`src/rtl/multiply_pkg.sv`:
```
// Shared types and constants for the shift-add multiplier.
// Holds the control state encoding and the default operand width.
package multiply_pkg;

    localparam int WIDTH_DEF = 4;

    typedef enum logic {
        IDLE = 1'b0,
        RUN  = 1'b1
    } state_t;

endpackage

```
`src/rtl/multiply_datapath.sv`:
```
// Shift-add datapath: operand registers, accumulator and step counter.
// The next accumulator value is exposed so control can capture it on the final step.
module multiply_datapath
    import multiply_pkg::*;
#(
    parameter int WIDTH = WIDTH_DEF
) (
    input  logic               clock,
    input  logic               reset_n,
    input  logic               load,
    input  logic               step,
    input  logic [WIDTH-1:0]   multiplicand,
    input  logic [WIDTH-1:0]   multiplier,
    output logic [2*WIDTH-1:0] sum,
    output logic               last
);

    localparam int CW = $clog2(WIDTH + 1);

    logic [WIDTH-1:0]   a;
    logic [WIDTH-1:0]   b;
    logic [2*WIDTH-1:0] acc;
    logic [2*WIDTH-1:0] a_ext;
    logic [CW-1:0]      count;

    // Partial product for this step and final-step detection
    always_comb begin
        a_ext = {{WIDTH{1'b0}}, a};
        sum   = acc;
        if (b[0]) begin
            sum = acc + (a_ext << count);
        end
        last  = (count == CW'(WIDTH - 1));
    end

    // Operand capture on load, one shift-add iteration per step
    always_ff @(posedge clock or negedge reset_n) begin
        if (!reset_n) begin
            a     <= '0;
            b     <= '0;
            acc   <= '0;
            count <= '0;
        end else if (load) begin
            a     <= multiplicand;
            b     <= multiplier;
            acc   <= '0;
            count <= '0;
        end else if (step) begin
            acc   <= sum;
            b     <= b >> 1;
            count <= count + 1'b1;
        end
    end

endmodule

```
`src/rtl/multiply.sv`:
```
// Sequential unsigned multiplier: IDLE/RUN control around a shift-add datapath.
// Define MULTIPLY_DONE_PULSE_EN to add a one-cycle done output.
module multiply
    import multiply_pkg::*;
#(
    parameter int WIDTH = WIDTH_DEF
) (
    input  logic               clock,
    input  logic               reset_n,
    input  logic               start,
    input  logic [WIDTH-1:0]   multiplicand,
    input  logic [WIDTH-1:0]   multiplier,
    output logic [2*WIDTH-1:0] product,
    output logic               busy
`ifdef MULTIPLY_DONE_PULSE_EN
    ,
    output logic               done
`endif
);

    state_t             state;
    state_t             next;
    logic               load;
    logic               step;
    logic               finish;
    logic               last;
    logic [2*WIDTH-1:0] sum;

    multiply_datapath #(
        .WIDTH(WIDTH)
    ) u_dp (
        .clock       (clock),
        .reset_n     (reset_n),
        .load        (load),
        .step        (step),
        .multiplicand(multiplicand),
        .multiplier  (multiplier),
        .sum         (sum),
        .last        (last)
    );

    // Next state and datapath controls; start is ignored while running
    always_comb begin
        next   = state;
        load   = 1'b0;
        step   = 1'b0;
        finish = 1'b0;
        unique case (state)
            IDLE: begin
                if (start) begin
                    load = 1'b1;
                    next = RUN;
                end
            end
            RUN: begin
                step = 1'b1;
                if (last) begin
                    finish = 1'b1;
                    next   = IDLE;
                end
            end
            default: next = IDLE;
        endcase
    end

    // State, busy flag and product register; product moves only on completion
    always_ff @(posedge clock or negedge reset_n) begin
        if (!reset_n) begin
            state   <= IDLE;
            busy    <= 1'b0;
            product <= '0;
        end else begin
            state <= next;
            busy  <= (next == RUN);
            if (finish) begin
                product <= sum;
            end
        end
    end

`ifdef MULTIPLY_DONE_PULSE_EN
    // One-cycle pulse alongside the product update
    always_ff @(posedge clock or negedge reset_n) begin
        if (!reset_n) begin
            done <= 1'b0;
        end else begin
            done <= finish;
        end
    end
`endif

endmodule

```
`config.mk`:
```
export PLATFORM = sky130hd
export DESIGN_NAME = multiply
export DESIGN_NICKNAME = d
export VERILOG_FILES = /design/src/rtl/multiply_pkg.sv /design/src/rtl/multiply_datapath.sv /design/src/rtl/multiply.sv
export SDC_FILE = /design/constraint.sdc
export NUM_CORES = 1
export LEC_CHECK = 0
export CAP_MARGIN = 20
export CORE_ASPECT_RATIO = 2
export CORE_MARGIN = 2
export CORE_UTILIZATION = 62
export CTS_BUF_LIST = sky130_fd_sc_hd__clkbuf_8
export CTS_CLUSTER_DIAMETER = 30
export DETAILED_ROUTE_END_ITERATION = 8
export PLACE_DENSITY = 0.87
export SETUP_SLACK_MARGIN = 0.1
export SLEW_MARGIN = 20
export SYNTH_ARGS = -nofsm -noshare
export SYNTH_HDL_FRONTEND = slang
export SYNTH_SLANG_ARGS = --single-unit
```
`constraint.sdc`:
```
create_clock -name clock -period 6.79 [get_ports clock]
set_input_delay 1.6975 -clock clock [delete_from_list [all_inputs] [get_ports clock]]
set_output_delay 1.6975 -clock clock [all_outputs]
set_load 0.005 [all_outputs]
```
* Word-level counts from Yosys, hierarchy flattened
Cells that the tools add are included.
Storage, ports and cells: register bits after elaboration 28, input bits 11, output and inout bits 9, word-level logic and storage cells 26
Operators by class: add/sub/neg operators 2, eq/ne operators 1, shifts and indexed selects 1, multiplexer cells 14, bitwise logic cells 1, reduce and logical (&&, ||, !) cells 1
Operators with widths (number):
- 8-bit two-way mux | 3
- 8-bit adder | 1
- 4-bit two-way mux | 2
- 4-bit by 3-bit left shift with 8-bit output | 1
- 1-bit two-way mux | 6
- 3-bit two-way mux | 2
- 3-bit by 1-bit adder with 3-bit output (second input constant) | 1
- 3-bit by 2-bit equality test with 1-bit output (second input constant) | 1
- 1-bit case mux with 2 select lines | 1
- 2-bit nonzero test | 1
- 1-bit inverter | 1

* Logic depth before layout (Yosys ltp)
depth after elaboration 5, mapped depth 11, gate-level depth less buffers 10

* Cells and area by module
Synthesis repeated with hierarchy kept, for this count alone.
Unflattened totals: cell total of the unflattened synthesis 167, area total of the unflattened synthesis 1705.4 um2
By module, submodules not included:
- multiply_datapath | times used 1, cells each 146, area an instance 1357.6 um2, sequential area each 475.5 um2
- multiply | times used 1, cells each 21, area an instance 347.8 um2, sequential area each 225.2 um2

* Worst setup path before layout
OpenSTA, ideal clock, no wires.
kind input-to-reg, start in start, end reg u_dp.a[0], library setup time 125 ps, arrival 2596 ps, data required time 6665 ps, slack 4069 ps, stages 3, path buffers 1, path through clkbuf_1 -> nor2b_1 -> mux2_2
Between the ends: longest elaborated chain between the ends 2
RTL lines:
- from (decl) | RTL line multiply.sv:10 | input logic start,
- 1-bit two-way mux | RTL line multiply.sv:50 | if (start) begin
- 1-bit two-way mux | RTL line multiply.sv:48 | unique case (state)
- to (signal assigned) | RTL line multiply_datapath.sv:44 | a <= multiplicand;
- to (decl) | RTL line multiply_datapath.sv:20 | logic [WIDTH-1:0] a;
No other way between the ends. A chain may end at the register's enable or synchronous reset.

==> flow_summary.json <==
{
  "leakagePower_uw": 0.0008931,
  "slew_violations": 0,
  "post_cts_buffers": 0,
  "max_cap_violations": 0,
  "clock_skew_ps": 4.560,
  "fin_crit_ps": 3228,
  "drt-pass1-iter-count": 4,
  "synth_cell_types": 33,
  "setup_tns_ps": 0,
  "synth_top_area_cell": "dfrtp_1",
  "synthCells": 174,
  "rsz0062_at_grt": "no",
  "coreArea_sq_mm": 0.002537,
  "routabilityCongestion": 0.9333,
  "max_freq_mhz": 309.8,
  "grt_pass1_wl_microns": 5844,
  "path_clk_slew_ps": 90,
  "path_cells": "clkdlybuf4s50_1",
  "grt_pass1_vias": 1430,
  "place_area_sq_mm": 0.001834,
  "grt_busiest_layer": "met2",
  "fillerInstances": 183,
  "design_area_sq_mm": 0.001876,
  "ys_seq_area_share_pct": 42.42,
  "post_cts_resized": 0,
  "die_h_microns": 76.99,
  "grtUsageMet1_pct": 27.50,
  "critPathRequiredTime_ps": 5090,
  "path_delay_family": "flip-flops",
  "fp-row-count": 26,
  "arrival_ps": 1530,
  "slew_headroom_pct": 44.85,
  "remaining_drc_errors": 0,
  "crit_type": "flop to primary output",
  "syn_area_sq_mm": 0.001652,
  "via_per_inst": 6.208,
  "ctsHoldBuffers": 0,
  "ys_seq_elements": 28,
  "ant_nets": 0,
  "critPathBufInv": 1,
  "worstSkewPairLatency_ps": 280,
  "syn_to_final_growth_pct": 13.56,
  "peakVddDrop_uv": 289.7,
  "cts.sinks": 28,
  "drt_iter0_drc": 44,
  "clock_path_buffers": 2,
  "critical_path.max_stage_delay_ps": 660,
  "status": "complete, no violations",
  "finalSetupViolations": 0,
  "crit_path_start_kind": "flop",
  "syn_area_per_cell_sq_um": 9.492,
  "crit_path_max_fanout": 17,
  "grt_max_degree": 29,
  "pwr_density_cell_mw_per_mm2": 478.5,
  "htree_levels": 1,
  "dpl.hpwl_microns": 2660,
  "cts_buffers": 3,
  "synthArstFlopShare_pct": 100.0,
  "start_util_pct": 65.09,
  "nets": 211,
  "grt_util_met3_pct": 2.601,
  "track_usage_pct": 25.82,
  "hp-class": "flop to flop",
  "fp.dieW_microns": 40.50,
  "grt_use_met2_pct": 44.13,
  "hold_violations": 0,
  "die-area_sq_mm": 0.003118,
  "vias": 1341,
  "root_buffer": "clkbuf_8",
  "period_share_pct": 47.55,
  "num_antenna_cells": 0,
  "synth_area_leaders": "dfrtp_1 (42%), mux2i_1 (7.9%), nand2_1 (7.0%)",
  "grt.overflow.total": 0,
  "port-buffer-count": 19,
  "ys.warnings.count": 0,
  "crit_slowest_cell": "dfrtp_1",
  "cts_tree": "done",
  "drt-total-wl_microns": 3475,
  "synth_edf_count": 0,
  "antenna_found_initial": 0,
  "synth_top_area_share_pct": 42.42,
  "ios": 20,
  "syn-num-nets": 195,
  "wire_per_inst_microns": 16.09,
  "drive_above_1_share_pct": 6.383,
  "worst_pin_slew_ps": 824.2,
  "cp-end-kind": "primary output",
  "synth_flop_cell": "dfrtp_1"
}
## state kept, by name, summed over array words and instances, names as in the netlist
name and flops:
u_dp.acc 8, u_dp.a 4, state 1, u_dp.count 3, product 8, u_dp.b 4
## power breakdown
part / internal (uW) / switching [uW]
clock: 39.9 / 51.3
sequential: 239 / 91.1
combinational: 228 / 248
## cell families (layout without fill, tap and decap cells)
group	Yosys count	after routing	synth area share, %
AND/OR/NAND/NOR	57	57	16.06
XOR/XNOR	4	4	2.122
multiplexers	19	19	11.97
adder cells (fa/ha/maj)	10	10	8.030
flip-flops	28	28	42.42
buffers and inverters	12	26	3.712
AO/OA/AOI/OAI	44	44	15.68
## placed cells by master (no fill, tap or decap), types with 6 or more instances in the layout
cell,count
mux2_2,6
mux2i_1,13
clkdlybuf4s50_1,19
o21ai_0,22
nor2_1,7
ha_1,9
dfrtp_1,28
a21oi_1,9
and3_1,6
nand2_1,31
## cell usage after synthesis (3+ instances only)
cell type,count
mux2i_1,13
dfrtp_1,28
inv_1,3
mux2_2,6
nand2_1,31
ha_1,9
clkbuf_1,5
xnor2_1,3
a21oi_1,9
a211oi_1,3
nor2_1,7
o21ai_0,22
and3_1,6
nor3_1,3
## final cells by class
cell class                      count  area (sq um)  area share (%)
Tap cell                           28         35.03           1.868
Sequential cell                    28         700.7           37.36
Timing Repair Buffer               20         197.7           10.54
Multi-Input combinational cell    134         889.6           47.43
Clock buffer                        3         41.29           2.201
Inverter                            3         11.26          0.6004
## routing by layer
metal,routed length (microns),share of wire [%]
met5,0,0
met4,132,3.8
met3,119,3.4
met2,1936,56
met1,1287,37
## metrics by stage
step                      hold slack (ps)  utilization [%]  instances  setup slack (ps)  total power, uW
final                               486.8            73.92        216              3562            897.5
after detailed placement            473.3            72.29        213              3500            803.3
after floorplan                     449.2                -        174              4069            665.5
after global routing                510.4            73.92        216              3466            965.3
after global placement              458.1            72.29        213              3580            772.2
after CTS                           492.6            73.92        216              3560            895.1
## worst paths after layout
path | start | slack (ps) | endpoint | cells past startpoint
worst max-delay path | state | 3560 | busy | 1
worst min-delay path | product[4] | 490 | product[4] | 2
worst max register to register | u_dp.count[0] | 3950 | u_dp.acc[6] | 9
worst min register to register | product[4] | 490 | product[4] | 2
max in group asynchronous | reset_n | 4720 | u_dp.count[1] | 2
min in group asynchronous | reset_n | 1800 | u_dp.acc[4] | 2
## tightest hold or removal path, cell delays in order, from the launching register on
cell and delay [ps]:
dfrtp_1 350, nand2_1 50, o21ai_0 60
Note: power is estimated with default switching activity, not from simulation.
